File: src/rtl/wddl_pkg.sv
// rtl/wddl_pkg.sv - shared state encoding and error bit indices for the WDDL rail decoder
package wddl_pkg;

  typedef enum logic [1:0] {
    ST_IDLE  = 2'd0,
    ST_PRECH = 2'd1,
    ST_EVAL  = 2'd2,
    ST_HOLD  = 2'd3
  } state_e;

  localparam int ERR_PRECH = 0;
  localparam int ERR_RAIL  = 1;

endpackage

File: src/rtl/wddl_bit_check.sv
// rtl/wddl_bit_check.sv - one dual-rail bit to single-rail data plus invalid (00/11) flag
module wddl_bit_check (
  input  logic rail_t,
  input  logic rail_f,
  output logic data,
  output logic invalid
);

  assign data    = rail_t;
  assign invalid = ~(rail_t ^ rail_f);

endmodule

File: src/rtl/wddl_rail_decoder.sv
// rtl/wddl_rail_decoder.sv - precharge/evaluate sequencer, rail sampler and single-rail stream output
module wddl_rail_decoder
  import wddl_pkg::*;
#(
  parameter int WIDTH       = 8,
  parameter int PRE_CYCLES  = 2,
  parameter int EVAL_CYCLES = 2
) (
  input  logic             clk,
  input  logic             rst_n,
  input  logic             start,
  output logic             busy,
  output logic             prech,
  input  logic [WIDTH-1:0] din_t,
  input  logic [WIDTH-1:0] din_f,
  output logic [WIDTH-1:0] out_data,
  output logic [1:0]       out_err,
  output logic             out_valid,
  input  logic             out_ready
);

  localparam int MAX_CYC = (PRE_CYCLES > EVAL_CYCLES) ? PRE_CYCLES : EVAL_CYCLES;
  localparam int CNT_W   = $clog2(MAX_CYC + 1);
  localparam logic [CNT_W-1:0] PRE_LAST  = CNT_W'(PRE_CYCLES - 1);
  localparam logic [CNT_W-1:0] EVAL_LAST = CNT_W'(EVAL_CYCLES - 1);

  state_e           state_q, state_d;
  logic [CNT_W-1:0] cnt_q, cnt_d;
  logic [1:0]       err_q, err_d;
  logic             out_valid_q, out_valid_d;
  logic [WIDTH-1:0] out_data_q, out_data_d;

  logic [WIDTH-1:0] dec_data;
  logic [WIDTH-1:0] dec_invalid;

  for (genvar i = 0; i < WIDTH; i++) begin : g_bit
    wddl_bit_check u_bit (
      .rail_t  (din_t[i]),
      .rail_f  (din_f[i]),
      .data    (dec_data[i]),
      .invalid (dec_invalid[i])
    );
  end

  always_comb begin
    state_d     = state_q;
    cnt_d       = cnt_q;
    err_d       = err_q;
    out_valid_d = out_valid_q;
    out_data_d  = out_data_q;
    case (state_q)
      ST_IDLE: begin
        if (start) begin
          state_d = ST_PRECH;
          cnt_d   = '0;
          err_d   = '0;
        end
      end
      ST_PRECH: begin
        if (cnt_q == PRE_LAST) begin
          state_d          = ST_EVAL;
          cnt_d            = '0;
          err_d[ERR_PRECH] = err_q[ERR_PRECH] | (|(din_t | din_f));
        end else begin
          cnt_d = cnt_q + CNT_W'(1);
        end
      end
      ST_EVAL: begin
        if (cnt_q == EVAL_LAST) begin
          state_d         = ST_HOLD;
          cnt_d           = '0;
          err_d[ERR_RAIL] = err_q[ERR_RAIL] | (|dec_invalid);
          out_valid_d     = 1'b1;
          // Faulty rounds must not leak partially decoded data downstream.
          out_data_d      = (err_d == 2'b00) ? dec_data : '0;
        end else begin
          cnt_d = cnt_q + CNT_W'(1);
        end
      end
      ST_HOLD: begin
        if (out_ready) begin
          state_d     = ST_IDLE;
          out_valid_d = 1'b0;
        end
      end
      default: begin
        state_d = ST_IDLE;
        cnt_d   = '0;
      end
    endcase
  end

  always_ff @(posedge clk) begin
    if (!rst_n) begin
      state_q     <= ST_IDLE;
      cnt_q       <= '0;
      err_q       <= '0;
      out_valid_q <= 1'b0;
      out_data_q  <= '0;
    end else begin
      state_q     <= state_d;
      cnt_q       <= cnt_d;
      err_q       <= err_d;
      out_valid_q <= out_valid_d;
      out_data_q  <= out_data_d;
    end
  end

  // Only EVAL releases the rails; HOLD re-precharges so the network never retains the value.
  assign prech     = (state_q != ST_EVAL);
  assign busy      = (state_q != ST_IDLE);
  assign out_valid = out_valid_q;
  assign out_data  = out_data_q;
  assign out_err   = err_q;

endmodule

File: config.mk
export PLATFORM = sky130hd
export DESIGN_NAME = wddl_rail_decoder
export DESIGN_NICKNAME = d
export VERILOG_FILES = /design/src/rtl/wddl_pkg.sv /design/src/rtl/wddl_bit_check.sv /design/src/rtl/wddl_rail_decoder.sv
export SDC_FILE = /design/constraint.sdc
export NUM_CORES = 1
export LEC_CHECK = 0
export ABC_AREA = 1
export BUFFER_PORTS_ARGS = -buffer_cell sky130_fd_sc_hd__buf_2
export CAP_MARGIN = 20
export CORE_UTILIZATION = 55
export CTS_BUF_LIST = sky130_fd_sc_hd__clkbuf_4 sky130_fd_sc_hd__clkbuf_8
export DETAILED_ROUTE_END_ITERATION = 6
export PLACE_DENSITY = 0.95
export SLEW_MARGIN = 20
export SYNTH_ARGS = -nofsm -noshare
export SYNTH_HDL_FRONTEND = slang
export SYNTH_SLANG_ARGS = --single-unit
File: constraint.sdc
create_clock -name clk -period 2.7 [get_ports clk]
set_input_delay 0.405 -clock clk [delete_from_list [all_inputs] [get_ports clk]]
set_output_delay 0.405 -clock clk [all_outputs]
set_load 0.005 [all_outputs]
==> reports/metrics.yaml, run 1 <==
status:
  outcome: "finished clean"
global_route:
  antenna_found_initial: 0
  gr-total-overflow: 0
  grt_max_degree: 18
  globalRouteTotalUtil_pct: 23.2
  grt_pass1_vias: 884
  grt_first_pass_wirelength_um: 3440
timing:
  rsz0062_at_grt: "false"
  min_period_over_period_pct: 64.2
  layout_setup_ws_ps: 967
  fin_setup_tns_ps: 0
  max_clock_freq_mhz: 577
  skew_ps: 2.54
  min_period_ps: 1730
  drv_slew: 0
  final-setup-viol-count: 0
  hold_violations: 0
  worst_pin_slew_ps: 246
  max_slew_margin_pct: 83.4
final_layout:
  nets: 201
  syn2layout_area_growth_pct: 19.6
  fin_area_sq_um: 1180
  drive_gt1_share_pct: 26.3
  antenna-diode-count: 0
  fin_util_pct: 73.8
  nFillCells: 134
routing:
  drt_iter0_drc: 22
  drt-total-wl_um: 2100
  via_per_inst: 4.87
  drtAntennaViolNets: 0
  drc_errors: 0
  wl_per_cell_um: 11.0
  vias: 930
  first_pass_iters: 4
worst_hold_path:
  hp-class: "input pin to register"
  whs_path_depth: 3
job:
  drv_cap: 0
setup_path:
  required_ps: 2300
  cp_max_fo: 5
  crit_path_cell_trace: "inv_1 -> ha_1 -> inv_2 -> buf_2"
  ff2ff_path_depth: 6
  start_kind: "register"
  end_kind: "output port"
  cpMaxStageDelayCell: "dfxtp_1"
  crit_type: "register to output port"
  critPathMaxStageDelay_ps: 390
  worstPathArrival_ps: 1330
place:
  port_buffers: 32
  placed_area_sq_um: 1150
  routabilityCongestion: 0.804
  dp_hpwl_um: 1760
  dp_slack_ps: 1110
synthesis:
  synth_area_sq_um: 983
  synth_cell_types: 23
  synthCells: 133
  yosys_warnings: 0
  synth_nets: 166
  seq_area_frac_synth_pct: 30.5
  postSynthRegisterBits: 15
  syn_avg_cell_area_sq_um: 7.39
pwr:
  seq_power_share_pct: 35.0
  internal_power_w: 0.000494
  power-per-cell-area_nw_per_um2: 751
  p_comb_share_pct: 50.4
  p_switching_w: 0.000389
  power_switching_share_pct: 44.1
  p_leak_nw: 0.659
  vdd_drop_max_mv: 0.497
  clockPowerShare_pct: 14.5
  p_total_w: 0.000883
clock_network:
  cts_tree: "done"
  cts-root-buf: "clkbuf_4"
  clockBufferDepth: 2
  cts_made_buffers: 3
  clock_latency_ps: 280
  h-tree-depth: 1
  clkSinkCount: 15
  cts_setup_buffers: 0
  cts.clk_slew.worst_paths_ps: 90
  hold_buffers: 0
  cts_resized: 0
floorplan:
  pin_count: 33
  dieArea_sq_um: 1960
  rows: 14
  die_w_um: 44.3
  start_util_pct: 61.7
  core_area_sq_um: 1590
  dieHeight_um: 44.3
-- kinds of logic (layout without fill, tap and decap cells) --
logic type               Yosys count  in the layout  synth area share (%)
flip-flops                        15             15                  30.5
AND/OR/NAND/NOR                   43             43                  21.6
adder cells (fa/ha/maj)           13             13                  16.5
buffers and inverters             34             68                  14.8
AO/OA/AOI/OAI                     28             28                  16.5
-- metal layers --
| layer | GRT usage [%] | up-vias | share of wire, % |
|---|---|---|---|
| met4 | 5.45 | 0 | 0 |
| met5 | 0 | - | 0 |
| met3 | 2.86 | 0 | 4.7 |
| met1 | 27.8 | 405 | 42 |
| li1 | - | 488 | - |
| met2 | 43.5 | 37 | 53 |
-- placed cells by master, fill, tap and decap left out, types with 3 or more instances in the layout --
master,n
ha_1,13
nand2_1,18
dfxtp_1,15
buf_2,32
o21ai_0,12
inv_1,30
clkbuf_4,3
nor2_1,8
a21oi_1,9
nand3_1,10
-- power by group through the flow --
stage / clock network, W / logic, W / registers, W
after global placement: 0 / 0.000416 / 0.000309
after detailed placement: 0 / 0.000440 / 0.000316
after floorplan: 0 / 0.000325 / 0.000311
final: 0.000128 / 0.000445 / 0.000310
after global routing: 0.000144 / 0.000502 / 0.000317
after CTS: 0.000131 / 0.000442 / 0.000310
-- worst paths after layout --
check                             endpoint  slack, ps               startpoint
setup reg to reg  out_data[5]$_SDFFE_PN0P_       1230  state_q[0]$_SDFFE_PN0P_
hold / removal    out_data[7]$_SDFFE_PN0P_        390                 din_t[7]
hold reg to reg     out_valid$_SDFFE_PN0P_        490   out_valid$_SDFFE_PN0P_
setup / recovery                     prech        970  state_q[0]$_SDFFE_PN0P_
-- Yosys cell counts --
cell	count	area [sq um]
o31ai_1	1	7.51
nor2_1	8	30.0
o211ai_1	1	7.51
a21boi_0	1	7.51
a21oi_1	9	45.0
o21ai_0	12	60.1
and2_1	1	6.26
a21oi_2	2	17.5
dfxtp_1	15	300
nor2_8	1	20.0
clkbuf_2	1	5.00
o21ai_2	2	17.5
nand2_4	1	11.3
nand4_1	1	6.26
inv_1	30	113
nor3_1	2	10.0
buf_12	1	20.0
nand2_1	18	67.6
ha_1	13	163
nand3_1	10	50.1
inv_2	1	3.75
clkinv_1	1	3.75
nor2_4	1	11.3
-- state kept, by name, indices dropped and copies added, names as in the netlist --
signal	flops
out_valid	1
cnt_q	2
out_data	8
state_q	2
out_err	2
-- per-stage QoR --
stage / hold WS (ps) / std cells
floorplan: 465 / 133
global placement: 457 / 187
detailed placement: 475 / 187
CTS: 389 / 191
global route: 387 / 191
finish: 390 / 191
-- area by class of cell --
| type | count | area [sq um] | share of cell area (%) |
|---|---|---|---|
| Clock inverter | 1 | 5.00 | 0.426 |
| Timing Repair Buffer | 32 | 160 | 13.6 |
| Multi-Input combinational cell | 84 | 538 | 45.7 |
| Sequential cell | 15 | 300 | 25.5 |
| Clock buffer | 3 | 22.5 | 1.91 |
| Inverter | 32 | 120 | 10.2 |
| Tap cell | 24 | 30.0 | 2.55 |
-- worst max-delay path: cells and delay by family, from the launching register on --
kind                     cells  cell delay (ps)
flip-flops                   1              390
buffers and inverters        3              390
adder cells (fa/ha/maj)      1              270
Power figures use the tool's default switching activity.
==> inputs of run 2 (changes only) <==
Settings changed: CORE_UTILIZATION 55 to 51, PLACE_DENSITY 0.95 to 0.93.
Clock period 2.7 ns to 1.6 ns, I/O delays scaled along.
==> run 2 against run 1 <==
Net effect:
- clock-buffer cell count is the same
- sequential power grew 68%
- global-route usage grew 1.6 points
- via count grew 8.3%
- cell area grew 0.32%
- wire length grew 16%
- final cell count grew 0.52%
- critical path depth is the same
- largest cell class unchanged
==> reports/metrics.yaml, run 2 (synthesis gave the netlist of run 1 again) <==
pwr:
  power-per-cell-area_nw_per_um2: 1320  # was 751 nW/um^2
  p_leak_nw: 0.658  # was 0.659 nW
  vdd_drop_max_mv: 1.10  # was 0.497 mV
floorplan:
  dieArea_sq_um: 2110  # was 1960 sq um
  pin_count: 33  # unchanged
  dieHeight_um: 45.9  # was 44.3 um
  start_util_pct: 55.7  # was 61.7%
  rows: 15  # was 14
  core_area_sq_um: 1760  # was 1590 sq um
  die_w_um: 45.9  # was 44.3 um
final_layout:
  syn2layout_area_growth_pct: 20.0  # was 19.6%
  mostFrequentLayoutCells: "32 x buf_2, 30 x inv_1, 18 x nand2_1"  # unchanged
  ff_latch_area_sq_um: 300  # unchanged
  fin_util_pct: 66.9  # was 73.8%
  nFillCells: 169  # was 134
  fin_cells: 192  # was 191
  antenna-diode-count: 0  # unchanged
  multi_input_area_sq_um: 541  # was 538 sq um
  drive_gt1_share_pct: 26.9  # was 26.3%
  largest_reg_flops: 8  # unchanged
  final_common_cell: "buf_2"  # unchanged
  nets: 201  # unchanged
  fin_area_sq_um: 1180  # about the same
clock_network:
  cts_made_buffers: 3  # unchanged
  cts_tree: "done"  # unchanged
  cts_setup_buffers: 0  # unchanged
  clkSinkCount: 15  # unchanged
  clockBufferDepth: 2  # unchanged
  clock_latency_ps: 300  # was 280 ps
  cts-root-buf: "clkbuf_4"  # unchanged
  cts.clk_slew.worst_paths_ps: 100  # was 90 ps
  h-tree-depth: 1  # unchanged
setup_path:
  ff2ff_path_depth: 5  # was 6
  cp_max_fo: 5  # unchanged
  required_ps: 1360  # was 2300 ps
  start_kind: "register"  # unchanged
  setup.worst_path.start: "state_q[0]$_SDFFE_PN0P_"  # unchanged
  crit_type: "register to output port"  # unchanged
  worstPathArrival_ps: 1270  # was 1330 ps
  r2r-end: "cnt_q[0]$_SDFFE_PN0P_"  # was out_data[5]$_SDFFE_PN0P_
  reg2reg_slack_ps: 160  # was 1230 ps
  end_kind: "output port"  # unchanged
  endpoint: "prech"  # unchanged
  r2r-start: "state_q[1]$_SDFFE_PN0P_"  # was state_q[0]$_SDFFE_PN0P_
place:
  dp_cells: 188  # was 187
  placed_area_sq_um: 1150  # about the same
  dp_hpwl_um: 1800  # was 1760 um
  routabilityCongestion: 0.785  # was 0.804
  dp_slack_ps: 178  # was 1110 ps
  port_buffers: 32  # unchanged
global_route:
  grt_pass1_vias: 873  # was 884
  grt_first_pass_wirelength_um: 3670  # was 3440 um
  gr-total-overflow: 0  # unchanged
  grt_max_degree: 18  # unchanged
  antenna_found_initial: 0  # unchanged
  globalRouteTotalUtil_pct: 24.8  # was 23.2%
routing:
  drt-total-wl_um: 2430  # was 2100 um
  drtAntennaViolNets: 0  # unchanged
  drc_errors: 0  # unchanged
  vias: 1007  # was 930
  wl_per_cell_um: 12.7  # was 11.0 um
  drt_iter0_drc: 23  # was 22
  first_pass_iters: 4  # unchanged
  via_per_inst: 5.24  # was 4.87
worst_hold_path:
  hp-class: "input pin to register"  # unchanged
timing:
  max_slew_margin_pct: 79.1  # was 83.4%
  worst_pin_slew_ps: 310  # was 246 ps
  drv_slew: 0  # unchanged
  skew_ps: 5.44  # was 2.54 ps
  layout_setup_ws_ps: 93.7  # was 967 ps
  min_period_over_period_pct: 94.1
  hold_violations: 0  # unchanged
  max_clock_freq_mhz: 664
  rsz0062_at_grt: "false"  # unchanged
  min_period_ps: 1510
  final-setup-viol-count: 0  # unchanged
  fin_setup_tns_ps: 0  # unchanged
job:
  drv_cap: 0  # unchanged
status:
  outcome: "finished clean"  # unchanged
-- run 2: cell types whose count changed in the layout (fill, tap and decap cells not counted) --
cell	previous run	this run
ha_2	0	1
ha_1	13	12
-- run 2: routing by layer --
metal | vias up | GRT usage (%) | share of wire (%)
met2 | 40 | 44.5 | 50
met1 | 461 | 29.4 | 43
met5 | - | 0 | 0
met3 | 14 | 2.38 | 4.1
met4 | 0 | 10.6 | 3.0
li1 | 492 | - | -
-- run 2: worst min-delay path by stage --
stage                                 startpoint                  endpoint  slack [ps]  depth (start not counted)
after floorplan                            rst_n  out_data[5]$_SDFFE_PN0P_         380                          2
after global placement    out_valid$_SDFFE_PN0P_    out_valid$_SDFFE_PN0P_         460                          2
after detailed placement  out_valid$_SDFFE_PN0P_    out_valid$_SDFFE_PN0P_         470                          2
after CTS                               din_t[3]  out_data[3]$_SDFFE_PN0P_         210                          3
after global routing                    din_t[4]  out_data[4]$_SDFFE_PN0P_         220                          3
final                                   din_t[4]  out_data[4]$_SDFFE_PN0P_         200                          3
-- run 2: repair_timing --
item / 4_1_cts / 5_1_grt
setup endpoints to repair: 0 / 2
hold buffers: 0 / 0
gates resized for setup: 0 / 1
endpoints found under the hold margin: 0 / 0
-- run 2: critical path, cell delays in order (launching register included) --
cell and delay, ps:
dfxtp_1 370, inv_1 100, ha_2 230, inv_2 130
buf_2 140
-- run 2: final cells by class --
type,instances,share of cell area [%]
timing repair buffer,32,13.6
clock buffer,3,1.91
inverter,32,10.2
sequential,15,25.5
multi-input combinational,84,45.8
tap,25,2.65
clock inverter,1,0.424
-- run 2: report_power, final --
part	internal, W	switching [W]	total [W]
Sequential	0.000459	0.0000626	0.000522
Combinational	0.000289	0.000510	0.000799
Clock	0.0000934	0.000140	0.000233
Total	0.000841	0.000712	0.00155
-- run 2: per-stage QoR --
step | hold slack [ps] | power, W
after global routing | 223 | 0.00164
after detailed placement | 474 | 0.00128
after global placement | 455 | 0.00122
after floorplan | 378 | 0.00107
final | 204 | 0.00155
after CTS | 213 | 0.00152
==> inputs of run 3 (changes only) <==
Settings changed: ABC_AREA 1 to default, CORE_UTILIZATION 51 to 50.
==> run 3 against run 2 <==
Net effect:
- the flow now finishes with violations (design-rule violations)
- critical path type unchanged
- highest routed layer unchanged
- non-clock buffer count up 6
- sequential share of layout area rose by 1.1 points
- core utilization up 5.1 points
- critical path depth increased by 2
- via count shrank 17%
==> reports/metrics.yaml, run 3 <==
place:
  dp_hpwl_um: 1590  # was 1800 um
  dp_slack_ps: -90.8  # was 178 ps
  port_buffers: 32  # unchanged
  routabilityCongestion: 0.858  # was 0.785
setup_path:
  crit_cells: 6  # was 4
  setup.worst_path.start: "state_q[0]$_SDFFE_PN0P_"  # unchanged
  crit_path_cell_trace: "inv_1 -> buf_4 -> ha_2 -> buf_4 -> inv_4 -> buf_2"  # was inv_1 -> ha_2 -> inv_2 -> buf_2
  cpMaxStageDelayCell: "dfxtp_2"  # was dfxtp_1
  cp_max_fo: 4  # was 5
  worstPathArrival_ps: 1280  # was 1270 ps
  end_kind: "output port"  # unchanged
  r2r-end: "state_q[0]$_SDFFE_PN0P_"  # was cnt_q[0]$_SDFFE_PN0P_
  crit_family: "buffers and inverters"  # was flip-flops
  required_ps: 1360  # about the same
  r2r-start: "state_q[1]$_SDFFE_PN0P_"  # unchanged
  worst-path-buf-inv: 5  # was 3
  start_kind: "register"  # unchanged
  endpoint: "busy"  # was prech
  cp_common_cell: "buf_4"
  crit_type: "register to output port"  # unchanged
  ff2ff_path_depth: 5  # unchanged
  reg2reg_slack_ps: 100  # was 160 ps
  critPathMaxStageDelay_ps: 330  # was 370 ps
floorplan:
  start_util_pct: 56.4  # was 55.7%
  pin_count: 33  # unchanged
  core_area_sq_um: 1580  # was 1760 sq um
  dieHeight_um: 44.2  # was 45.9 um
  dieArea_sq_um: 1950  # was 2110 sq um
  rows: 14  # was 15
  die_w_um: 44.2  # was 45.9 um
timing:
  min_period_over_period_pct: 95.2  # was 94.1%
  rsz0062_at_grt: "false"  # unchanged
  worst_pin_slew_ps: 353  # was 310 ps
  fin_setup_tns_ps: 0  # unchanged
  min_period_ps: 1520  # was 1510 ps
  skew_ps: 11.0  # was 5.44 ps
  final-setup-viol-count: 0  # unchanged
  layout_setup_ws_ps: 77.3  # was 93.7 ps
  max_clock_freq_mhz: 657  # was 664 MHz
  hold_slack_ps: 177  # was 204 ps
  drv_slew: 0  # unchanged
  max_slew_margin_pct: 76.5  # was 79.1%
  hold_violations: 0  # unchanged
routing:
  first_pass_iters: 7  # was 4
  drc_errors: 1  # was 0
  vias: 835  # was 1007
  via_per_inst: 5.39  # was 5.24
  drt-total-wl_um: 2030  # was 2430 um
  drtAntennaViolNets: 0  # unchanged
  drt_iter0_drc: 15  # was 23
  wl_per_cell_um: 13.1  # was 12.7 um
status:
  failed_checks: "design-rule violations"
  outcome: "complete, but fails checks"  # was finished clean
clock_network:
  clock_latency_ps: 290  # was 300 ps
  cts_made_buffers: 3  # unchanged
  clkSinkCount: 15  # unchanged
  cts-root-buf: "clkbuf_4"  # unchanged
  hold_buffers: 0  # unchanged
  clockBufferDepth: 2  # unchanged
  cts_tree: "done"  # unchanged
  cts.clk_slew.worst_paths_ps: 100  # about the same
  h-tree-depth: 1  # unchanged
final_layout:
  nets: 173  # was 201
  mostFrequentLayoutCells: "32 x buf_2, 20 x inv_1, 14 x dfxtp_1"  # was 32 x buf_2, 30 x inv_1, 18 x nand2_1
  largest_reg_flops: 8  # unchanged
  syn2layout_area_growth_pct: 27.6  # was 20.0%
  final_common_cell: "buf_2"  # unchanged
  drive_gt1_share_pct: 42.4  # was 26.9%
  fin_util_pct: 72.0  # was 66.9%
  antenna-diode-count: 0  # unchanged
  nFillCells: 121  # was 169
synthesis:
  synth_top_family_by_area: "compound AO/OA/AOI/OAI gates"  # was simple AND/OR/NAND/NOR gates
  synth_cell_types: 25  # was 23
  synthArstFlopShare_pct: 0  # unchanged
  yosys.area_share.xor_xnor_pct: 0  # unchanged
  synth_edf_count: 0  # unchanged
  synth_fa_ha_area_share_pct: 18.3  # was 16.5%
  yosys_warnings: 0  # unchanged
  synth_nets: 132  # was 166
  synthTopCellsByCount: "21 x inv_1, 15 x dfxtp_1, 13 x ha_1"  # was 30 x inv_1, 18 x nand2_1, 15 x dfxtp_1
  yosysMostFrequentCell: "inv_1"  # unchanged
  synthCells: 99  # was 133
  synth_area_sq_um: 890  # was 983 sq um
  yosys.area_share.simple_pct: 16.3  # was 21.6%
  postSynthRegisterBits: 15  # unchanged
  synth_mux_area_share_pct: 2.25  # was 0%
  synth.area.top_cells: "dfxtp_1 34%, ha_1 18%, a22o_2 9.0%"  # was dfxtp_1 31%, ha_1 17%, inv_1 11%
  synthFlopType: "dfxtp_1"  # unchanged
  syn_avg_cell_area_sq_um: 8.99  # was 7.39 sq um
  yosysTopAreaCell: "dfxtp_1"  # unchanged
  synth-compound-area-share_pct: 18.8  # was 16.5%
  seq_area_frac_synth_pct: 33.8  # was 30.5%
  synth_top_area_share_pct: 33.8  # was 30.5%
pwr:
  vdd_drop_max_mv: 0.886  # was 1.10 mV
  p_leak_nw: 0.620  # was 0.658 nW
  power-per-cell-area_nw_per_um2: 1160  # was 1320 nW/um^2
  p_total_w: 0.00132  # was 0.00155 W
global_route:
  grt_first_pass_wirelength_um: 3320  # was 3670 um
  grt_max_degree: 10  # was 18
  gr-total-overflow: 0  # unchanged
  grt_pass1_vias: 825  # was 873
  globalRouteTotalUtil_pct: 22.8  # was 24.8%
  antenna_found_initial: 0  # unchanged
worst_hold_path:
  hp-class: "input pin to register"  # unchanged
job:
  drv_cap: 0  # unchanged
[run 3: cell count changes in the layout (fill, tap and decap cells not counted), sizes merged, moves of 6 or more]
cell / delta
o21ai: -9
inv: -10
a22o: +8
nand2: -12
nand3: -9
nor2: -7
a21oi: -8
buf: +6
[run 3: power breakdown]
part,internal (W),leakage [nW],switching (W),total (W)
Sequential,0.000426,0.122,0.0000422,0.000468
Combinational,0.000308,0.481,0.000320,0.000628
Clock,0.0000927,0.0177,0.000130,0.000223
[run 3: layer usage]
metal	vias up	track usage, %	wire length [um]
met3	2	3.67	122
met5	-	0	0
met4	0	7.27	18
met2	36	43.2	1060
met1	383	25.5	822
li1	414	-	-
[run 3: per-stage QoR]
step	instance area [sq um]	cells
2_1_floorplan	890	99
3_3_place_gp	1090	150
3_5_place_dp	1090	150
4_1_cts	1130	155
5_1_grt	1130	155
6_report	1130	155
[run 3: kinds of logic after synthesis]
group	Yosys count
AO/OA/AOI/OAI	21
flip-flops	15
adder cells (fa/ha/maj)	13
AND/OR/NAND/NOR	25
buffers and inverters	23
multiplexers	2
[run 3: worst min path at each step]
| stage | from | to | slack, ps | depth (start not counted) |
|---|---|---|---|---|
| final | din_t[0] | out_data[0]$_SDFFE_PN0P_ | 180 | 2 |
| after global routing | din_t[0] | out_data[0]$_SDFFE_PN0P_ | 180 | 2 |
| after CTS | din_t[0] | out_data[0]$_SDFFE_PN0P_ | 180 | 2 |
| after detailed placement | cnt_q[1]$_SDFFE_PN0P_ | cnt_q[1]$_SDFFE_PN0P_ | 460 | 2 |
| after global placement | cnt_q[1]$_SDFFE_PN0P_ | cnt_q[1]$_SDFFE_PN0P_ | 430 | 2 |
| after floorplan | rst_n | cnt_q[0]$_SDFFE_PN0P_ | 360 | 1 |
[run 3: layout make-up]
class,instances,area [sq um],share of cell area [%]
Clock buffer,3,22.5,1.98
Timing Repair Buffer,38,205,18.1
Sequential cell,15,302,26.6
Tap cell,16,20.0,1.76
Clock inverter,1,5.00,0.441
Inverter,21,81.3,7.17
Multi-Input combinational cell,61,499,44.0
[run 3: what timing repair did]
item,in CTS,in global routing
endpoints found under the setup margin,9,9
pin swaps,0,2
setup buffers,1,0
resized for setup,3,2
